### src/rtl/muldiv_pkg.sv
// Shared op codes, FSM state encoding and helpers for the iterative multiply/divide unit.
package muldiv_pkg;

  localparam logic [3:0] OP_NOP   = 4'd0;
  localparam logic [3:0] OP_MULT  = 4'd1;
  localparam logic [3:0] OP_MULTU = 4'd2;
  localparam logic [3:0] OP_DIV   = 4'd3;
  localparam logic [3:0] OP_DIVU  = 4'd4;
  localparam logic [3:0] OP_MTHI  = 4'd5;
  localparam logic [3:0] OP_MTLO  = 4'd6;
  localparam logic [3:0] OP_MADD  = 4'd8;
  localparam logic [3:0] OP_MADDU = 4'd9;
  localparam logic [3:0] OP_MSUB  = 4'd10;
  localparam logic [3:0] OP_MSUBU = 4'd11;

  typedef enum logic [1:0] {
    ST_IDLE = 2'd0,
    ST_MUL  = 2'd1,
    ST_DIV  = 2'd2
  } state_e;

  localparam int unsigned MAX_WIDTH = 64;

  // Two's-complement most-negative value for a given width, right-aligned.
  function automatic logic [MAX_WIDTH-1:0] most_neg(input int unsigned width);
    return MAX_WIDTH'(1) << (width - 1);
  endfunction

endpackage

### src/rtl/muldiv_if.sv
// Issue/result bundle between the EX stage and the multiply/divide unit.
interface muldiv_if #(
  parameter int unsigned WIDTH = 32
);
  logic             start;
  logic [3:0]       op;
  logic [WIDTH-1:0] A;
  logic [WIDTH-1:0] B;
  logic             flush;
  logic             busy;
  logic             done;
  logic [WIDTH-1:0] hi;
  logic [WIDTH-1:0] lo;

  modport master (output start, op, A, B, flush, input busy, done, hi, lo);
  modport slave  (input start, op, A, B, flush, output busy, done, hi, lo);
endinterface

### src/rtl/muldiv_div_core.sv
// Restoring radix-2 divider on unsigned magnitudes, one quotient bit per cycle.
// Outputs show the result of the step in progress, so the final bit is available in the done cycle.
module muldiv_div_core #(
  parameter int unsigned WIDTH = 32
) (
  input  logic             clk,
  input  logic             rst_n,
  input  logic             start_i,
  input  logic             abort_i,
  input  logic [WIDTH-1:0] dividend_i,
  input  logic [WIDTH-1:0] divisor_i,
  output logic             done_c_o,
  output logic [WIDTH-1:0] quot_c_o,
  output logic [WIDTH-1:0] rem_c_o
);

  localparam int unsigned CNT_W = $clog2(WIDTH);
  localparam logic [CNT_W-1:0] LAST = CNT_W'(WIDTH - 1);

  logic             run_q, run_d;
  logic [CNT_W-1:0] cnt_q, cnt_d;
  logic [WIDTH-1:0] quo_q, quo_d, rem_q, rem_d, dsr_q, dsr_d;
  logic [WIDTH:0]   partial_c, diff_c;
  logic             ge_c;

  // One restoring step: shift in the next dividend bit, subtract if it fits.
  always_comb begin
    partial_c = {rem_q, quo_q[WIDTH-1]};
    diff_c    = partial_c - {1'b0, dsr_q};
    ge_c      = ~diff_c[WIDTH];
    rem_c_o   = ge_c ? diff_c[WIDTH-1:0] : partial_c[WIDTH-1:0];
    quot_c_o  = {quo_q[WIDTH-2:0], ge_c};
    done_c_o  = run_q && (cnt_q == LAST);
  end

  always_comb begin
    run_d = run_q;
    cnt_d = cnt_q;
    quo_d = quo_q;
    rem_d = rem_q;
    dsr_d = dsr_q;
    if (start_i) begin
      run_d = 1'b1;
      cnt_d = '0;
      quo_d = dividend_i;
      rem_d = '0;
      dsr_d = divisor_i;
    end else if (run_q) begin
      if (abort_i || done_c_o) begin
        run_d = 1'b0;
      end else begin
        cnt_d = cnt_q + CNT_W'(1);
        quo_d = quot_c_o;
        rem_d = rem_c_o;
      end
    end
  end

  always_ff @(posedge clk or negedge rst_n) begin
    if (!rst_n) begin
      run_q <= 1'b0;
      cnt_q <= '0;
      quo_q <= '0;
      rem_q <= '0;
      dsr_q <= '0;
    end else begin
      run_q <= run_d;
      cnt_q <= cnt_d;
      quo_q <= quo_d;
      rem_q <= rem_d;
      dsr_q <= dsr_d;
    end
  end

endmodule

### src/rtl/muldiv_unit.sv
// Multi-cycle multiply/divide unit with HI/LO; results commit only on completion.
// Define MULDIV_MADD_EN to decode MADD/MADDU/MSUB/MSUBU and build the accumulate adder.
module muldiv_unit
  import muldiv_pkg::*;
#(
  parameter int unsigned WIDTH      = 32,
  parameter int unsigned MUL_CYCLES = 5
) (
  input logic      clk,
  input logic      rst_n,
  muldiv_if.slave  bus
);

  localparam int unsigned DW      = 2 * WIDTH;
  localparam int unsigned MAX_CYC = (MUL_CYCLES > WIDTH) ? MUL_CYCLES : WIDTH;
  localparam int unsigned CNT_W   = $clog2(MAX_CYC);
  localparam logic [CNT_W-1:0] MUL_LAST = CNT_W'(MUL_CYCLES - 1);
  localparam logic [CNT_W-1:0] DIV_LAST = CNT_W'(WIDTH - 1);
  localparam logic [WIDTH-1:0] MOST_NEG = WIDTH'(most_neg(WIDTH));

  function automatic logic is_mul_op(input logic [3:0] op);
    case (op)
      OP_MULT, OP_MULTU: return 1'b1;
`ifdef MULDIV_MADD_EN
      OP_MADD, OP_MADDU, OP_MSUB, OP_MSUBU: return 1'b1;
`endif
      default: return 1'b0;
    endcase
  endfunction

  function automatic logic is_div_op(input logic [3:0] op);
    return (op == OP_DIV) || (op == OP_DIVU);
  endfunction

  state_e           state_q, state_d;
  logic [CNT_W-1:0] cnt_q, cnt_d;
  logic [3:0]       op_q, op_d;
  logic [WIDTH-1:0] a_q, a_d, b_q, b_d, hi_q, hi_d, lo_q, lo_d;
  logic             busy_q, busy_d, done_q, done_d;

  logic             mul_signed_c, div_signed_c, in_signed_c, div_start_c, div_done_c;
  logic [DW-1:0]    ext_a_c, ext_b_c, prod_c, mul_res_c;
  logic [WIDTH-1:0] dvd_mag_c, dsr_mag_c, quot_c, rem_c, div_hi_c, div_lo_c;

  // Product from latched operands, sign- or zero-extended to the full 2*WIDTH.
  always_comb begin
    mul_signed_c = (op_q == OP_MULT);
`ifdef MULDIV_MADD_EN
    mul_signed_c = mul_signed_c || (op_q == OP_MADD) || (op_q == OP_MSUB);
`endif
    ext_a_c = {{WIDTH{mul_signed_c & a_q[WIDTH-1]}}, a_q};
    ext_b_c = {{WIDTH{mul_signed_c & b_q[WIDTH-1]}}, b_q};
    prod_c  = ext_a_c * ext_b_c;
`ifdef MULDIV_MADD_EN
    case (op_q)
      OP_MADD, OP_MADDU: mul_res_c = {hi_q, lo_q} + prod_c;
      OP_MSUB, OP_MSUBU: mul_res_c = {hi_q, lo_q} - prod_c;
      default:           mul_res_c = prod_c;
    endcase
`else
    mul_res_c = prod_c;
`endif
  end

  // Divider runs on magnitudes taken straight from the issue operands.
  always_comb begin
    in_signed_c = (bus.op == OP_DIV);
    dvd_mag_c   = (in_signed_c && bus.A[WIDTH-1]) ? (WIDTH'(0) - bus.A) : bus.A;
    dsr_mag_c   = (in_signed_c && bus.B[WIDTH-1]) ? (WIDTH'(0) - bus.B) : bus.B;
  end

  muldiv_div_core #(.WIDTH(WIDTH)) u_div (
    .clk        (clk),
    .rst_n      (rst_n),
    .start_i    (div_start_c),
    .abort_i    (bus.flush),
    .dividend_i (dvd_mag_c),
    .divisor_i  (dsr_mag_c),
    .done_c_o   (div_done_c),
    .quot_c_o   (quot_c),
    .rem_c_o    (rem_c)
  );

  // Sign fix-up; divide-by-zero and most-negative/-1 get their architected results.
  always_comb begin
    div_signed_c = (op_q == OP_DIV);
    div_lo_c = (div_signed_c && (a_q[WIDTH-1] ^ b_q[WIDTH-1])) ? (WIDTH'(0) - quot_c) : quot_c;
    div_hi_c = (div_signed_c && a_q[WIDTH-1]) ? (WIDTH'(0) - rem_c) : rem_c;
    if (b_q == '0) begin
      div_lo_c = '1;
      div_hi_c = a_q;
    end else if (div_signed_c && (a_q == MOST_NEG) && (b_q == '1)) begin
      div_lo_c = MOST_NEG;
      div_hi_c = '0;
    end
  end

  always_comb begin
    state_d     = state_q;
    cnt_d       = cnt_q;
    op_d        = op_q;
    a_d         = a_q;
    b_d         = b_q;
    hi_d        = hi_q;
    lo_d        = lo_q;
    div_start_c = 1'b0;
    case (state_q)
      ST_IDLE: begin
        if (bus.start && !bus.flush) begin
          if (is_mul_op(bus.op) || is_div_op(bus.op)) begin
            state_d     = is_mul_op(bus.op) ? ST_MUL : ST_DIV;
            div_start_c = is_div_op(bus.op);
            cnt_d       = '0;
            op_d        = bus.op;
            a_d         = bus.A;
            b_d         = bus.B;
          end else if (bus.op == OP_MTHI) begin
            hi_d = bus.A;
          end else if (bus.op == OP_MTLO) begin
            lo_d = bus.A;
          end
        end
      end
      ST_MUL: begin
        if (bus.flush) begin
          state_d = ST_IDLE;
          cnt_d   = '0;
        end else if (cnt_q == MUL_LAST) begin
          state_d      = ST_IDLE;
          cnt_d        = '0;
          {hi_d, lo_d} = mul_res_c;
        end else begin
          cnt_d = cnt_q + CNT_W'(1);
        end
      end
      ST_DIV: begin
        if (bus.flush) begin
          state_d = ST_IDLE;
          cnt_d   = '0;
        end else if (div_done_c) begin
          state_d = ST_IDLE;
          cnt_d   = '0;
          hi_d    = div_hi_c;
          lo_d    = div_lo_c;
        end else begin
          cnt_d = cnt_q + CNT_W'(1);
        end
      end
      default: state_d = ST_IDLE;
    endcase
    // done is registered, so it is raised on entry to the final busy cycle.
    busy_d = (state_d != ST_IDLE);
    done_d = ((state_d == ST_MUL) && (cnt_d == MUL_LAST)) ||
             ((state_d == ST_DIV) && (cnt_d == DIV_LAST));
  end

  always_ff @(posedge clk or negedge rst_n) begin
    if (!rst_n) begin
      state_q <= ST_IDLE;
      cnt_q   <= '0;
      op_q    <= OP_NOP;
      a_q     <= '0;
      b_q     <= '0;
      hi_q    <= '0;
      lo_q    <= '0;
      busy_q  <= 1'b0;
      done_q  <= 1'b0;
    end else begin
      state_q <= state_d;
      cnt_q   <= cnt_d;
      op_q    <= op_d;
      a_q     <= a_d;
      b_q     <= b_d;
      hi_q    <= hi_d;
      lo_q    <= lo_d;
      busy_q  <= busy_d;
      done_q  <= done_d;
    end
  end

  assign bus.busy = busy_q;
  assign bus.done = done_q;
  assign bus.hi   = hi_q;
  assign bus.lo   = lo_q;

endmodule

### src/flat_wrapper.sv
// flat-port wrapper written by rule: the top's interface ports become plain ports
module muldiv_unit_flat import muldiv_pkg::*;
#(
  parameter int unsigned WIDTH      = 32,
  parameter int unsigned MUL_CYCLES = 5
)
  (clk, rst_n, bus_start, bus_op, bus_A, bus_B, bus_flush, bus_busy, bus_done, bus_hi, bus_lo);
  muldiv_if #(.WIDTH(WIDTH)) bus_i ();
  input logic clk;
  input logic rst_n;
  input wire logic [$bits(bus_i.start)-1:0] bus_start;
  input wire logic [$bits(bus_i.op)-1:0] bus_op;
  input wire logic [$bits(bus_i.A)-1:0] bus_A;
  input wire logic [$bits(bus_i.B)-1:0] bus_B;
  input wire logic [$bits(bus_i.flush)-1:0] bus_flush;
  output wire logic [$bits(bus_i.busy)-1:0] bus_busy;
  output wire logic [$bits(bus_i.done)-1:0] bus_done;
  output wire logic [$bits(bus_i.hi)-1:0] bus_hi;
  output wire logic [$bits(bus_i.lo)-1:0] bus_lo;
  assign bus_i.start = bus_start;
  assign bus_i.op = bus_op;
  assign bus_i.A = bus_A;
  assign bus_i.B = bus_B;
  assign bus_i.flush = bus_flush;
  assign bus_busy = bus_i.busy;
  assign bus_done = bus_i.done;
  assign bus_hi = bus_i.hi;
  assign bus_lo = bus_i.lo;
  muldiv_unit #(.WIDTH(WIDTH), .MUL_CYCLES(MUL_CYCLES)) u_core (.clk(clk), .rst_n(rst_n), .bus(bus_i));
endmodule
### config.mk
export PLATFORM = sky130hd
export DESIGN_NAME = muldiv_unit_flat
export DESIGN_NICKNAME = d
export VERILOG_FILES = /design/src/rtl/muldiv_pkg.sv /design/src/rtl/muldiv_if.sv /design/src/rtl/muldiv_div_core.sv /design/src/rtl/muldiv_unit.sv /design/src/flat_wrapper.sv
export SDC_FILE = /design/constraint.sdc
export NUM_CORES = 2
export LEC_CHECK = 0
export BUFFER_PORTS_ARGS = -buffer_cell sky130_fd_sc_hd__buf_2
export CORE_ASPECT_RATIO = 0.8
export CORE_MARGIN = 2
export CORE_UTILIZATION = 42
export DETAILED_ROUTE_END_ITERATION = 7
export PLACE_DENSITY = 0.66
export SLEW_MARGIN = 30
export SYNTH_ARGS = -nofsm -noshare
export SYNTH_HDL_FRONTEND = slang
export SYNTH_SLANG_ARGS = --single-unit
### constraint.sdc
create_clock -name clk -period 9.45 [get_ports clk]
set_input_delay 0.4725 -clock clk [delete_from_list [all_inputs] [get_ports clk]]
set_output_delay 0.4725 -clock clk [all_outputs]
set_load 0.02 [all_outputs]
==> metrics.txt <==
reg2reg start u_core.a_q[13]; vias in the first global route 45400; Netlist cell types 84; first-pass GRT wire length 277000 um; FF+latch count, synth 243; All-Layer GR Usage 0.268; Reg clk slew, reported paths 0.09 ns; number of clock sinks 243; Post-Syn Nets 7722; Worst EP required 9.97 ns; Die ar. 0.133 mm2; terminus of the critical flop-to-flop path u_core.bus.hi[29]; Vias 44300; R2R Setup Slk 0.39 ns; WHS Endpoint u_core.u_div.dsr_q[1]; # setup viols final 0; max-cap violation count 0; Initial Utilization 0.423; clock tree from TritonCTS yes; Synth Warn # 0; drt initial violations 4839; Die X 407 um; fraction of layout cells with a size suffix above 1 0.0786; max-slew violations 0; core area 0.129 mm2; top_reg_cell synth dfrtp_1; final hold slack 0.150 ns; Min-Delay Path Class in2reg; drt wl/cell 22.3 um; RSZ-0062 raised after global routing no; pin count of the biggest net entering global routing 150; worst r2r path cells 26; Hold Crit Depth 3; syn_area_per_cell 8.72 um2; CP Data Arrival Time 9.58 ns; Layout Skew 0.0265 ns; std cell rows 118; root buf cell clkbuf_16; max frequency 110 MHz; Tmin final 9.06 ns; hold path start bus_B[1]; H-tree levels 1; drt total wl 178000 um; Syn Inst Count 6267; Final TNS setup 0 ns; most frequent cells in the layout inv_1 (1194), fa_1 (1125), nand2_1 (1045); Nets 7666; RD Place Congestion 0.953; Slew Limit Headroom 0.222; number of CTS-inserted buffers 28; Setup CP Type reg2reg; clock buffer depth 3; DIE HEIGHT 327 um; status finished clean; Post-synth EDFFs 0; mapped cell area 0.0547 mm2; detailed placer's ending HPWL 144000 um; post-synthesis sequential area ratio 0.111; I/O Pins 138; vias per cell 5.55; CP Max Fanout 12; Routed Antenna Nets 0; Async SR Flop Fraction 1.00; # DRC 0; commonest non-fill, non-tap cell in the layout inv_1; drt pass-1 iters 6; Final period util 0.959; CP Capture Type flop; GR Overflow Total 0; initial antenna violation count 5; Final Hold Fails 0; Tightest Pin Transition 1.16 ns; I/O Buffers 137; CP Launch Type flop; worst skew pair latency 0.63 ns; Synth-to-Final Area Change 7.04%
critical path, cell delays in order (launching register included):
cell and delay [ns]:
dfrtp_1 0.83, buf_4 0.30, nand2_1 0.10, fa_1 0.57, inv_1 0.05, fa_1 0.53
fa_1 0.44, fa_1 0.50, inv_1 0.05, fa_1 0.48, fa_1 0.55, inv_1 0.05
fa_1 0.50, fa_1 0.44, ha_1 0.44, nand2_1 0.13, or3_1 0.39, a31oi_1 0.55
a31oi_1 0.19, buf_4 0.21, a311o_1 0.30, a31o_2 0.28, o21bai_1 0.19, and3_1 0.20
mux2i_1 0.24, a221oi_1 0.12, a221oi_1 0.32
routing by layer:
metal / track usage / vias up / part of all wire
li1: - / 19200 / -
met1: 0.375 / 22600 / 0.42
met2: 0.406 / 2234 / 0.43
met3: 0.0646 / 338 / 0.11
met4: 0.0960 / 2 / 0.044
met5: 0.0102 / - / 0.00015
what timing repair did:
action                     CTS  global route
setup endpoints to repair    0             3
hold endpoints to repair    94             0
hold buffers                 1             0
resized for setup            0             4
buffers inserted             0             5
through the flow:
stage                     instances   util  setup WS [ns]  cell area, um2
after floorplan                6267      -          0.663           54700
after global placement         7914  0.444          0.512           57400
after detailed placement       7914  0.444          0.374           57400
after CTS                      7967  0.451          0.345           58400
after global routing           7973  0.452         0.0662           58500
final                          7978  0.452          0.388           58500
flip-flops by register name, summed over array words and instances (netlist names):
| name | cells |
|---|---|
| u_core.a_q | 32 |
| u_core.b_q | 32 |
| u_core.bus.hi | 32 |
| u_core.bus.lo | 32 |
| u_core.u_div.dsr_q | 32 |
| u_core.u_div.quo_q | 32 |
| u_core.u_div.rem_q | 32 |
| u_core.cnt_q | 5 |
| u_core.u_div.cnt_q | 5 |
| u_core.op_q | 4 |
| u_core.state_q | 2 |
| u_core.bus.busy | 1 |
| u_core.bus.done | 1 |
| u_core.u_div.run_q | 1 |
worst max-delay path by stage:
stage,startpoint,end,depth (start not counted)
floorplan,u_core.op_q[3],u_core.bus.hi[29],31
global placement,u_core.a_q[19],u_core.bus.hi[28],28
detailed placement,u_core.a_q[19],u_core.bus.hi[28],28
CTS,u_core.a_q[19],u_core.bus.hi[28],28
global route,u_core.a_q[13],u_core.bus.hi[29],27
finish,u_core.a_q[13],u_core.bus.hi[29],26
cells in the mapped netlist (78+ instances only):
| cell | instances | area, um2 |
|---|---|---|
| nor2_1 | 270 | 1010 |
| a21oi_1 | 195 | 976 |
| clkbuf_1 | 384 | 1440 |
| and2_1 | 319 | 2000 |
| o21ai_0 | 194 | 971 |
| inv_1 | 1196 | 4490 |
| xor2_1 | 78 | 683 |
| dfrtp_1 | 243 | 6080 |
| ha_1 | 257 | 3220 |
| fa_1 | 1126 | 22500 |
| nand2_1 | 1046 | 3930 |
| xnor2_1 | 140 | 1230 |
cells by family (layout without fill, tap and decap cells):
| family | after synthesis | in the layout | share of synthesized area |
|---|---|---|---|
| buf+inv | 1595 | 1561 | 0.110 |
| fa+ha+maj | 1383 | 1383 | 0.471 |
| other cells | 0 | 5 | 0 |
| mux | 83 | 83 | 0.0167 |
| flops | 243 | 243 | 0.111 |
| compound gates | 766 | 766 | 0.0893 |
| xor+xnor | 218 | 218 | 0.0349 |
| simple gates | 1979 | 1979 | 0.167 |
cell type report:
| type | instances | area, um2 |
|---|---|---|
| Antenna cell | 5 | 12.5 |
| Clock buffer | 36 | 792 |
| Clock inverter | 16 | 169 |
| Fill cell | 12600 | 70800 |
| Inverter | 1197 | 4500 |
| Multi-Input combinational cell | 4429 | 42700 |
| Sequential cell | 243 | 6090 |
| Tap cell | 1740 | 2180 |
| Timing Repair Buffer | 312 | 2090 |
Power is not shown: default switching activity piles up to over one toggle a cycle in this logic, so the estimate is an artifact.
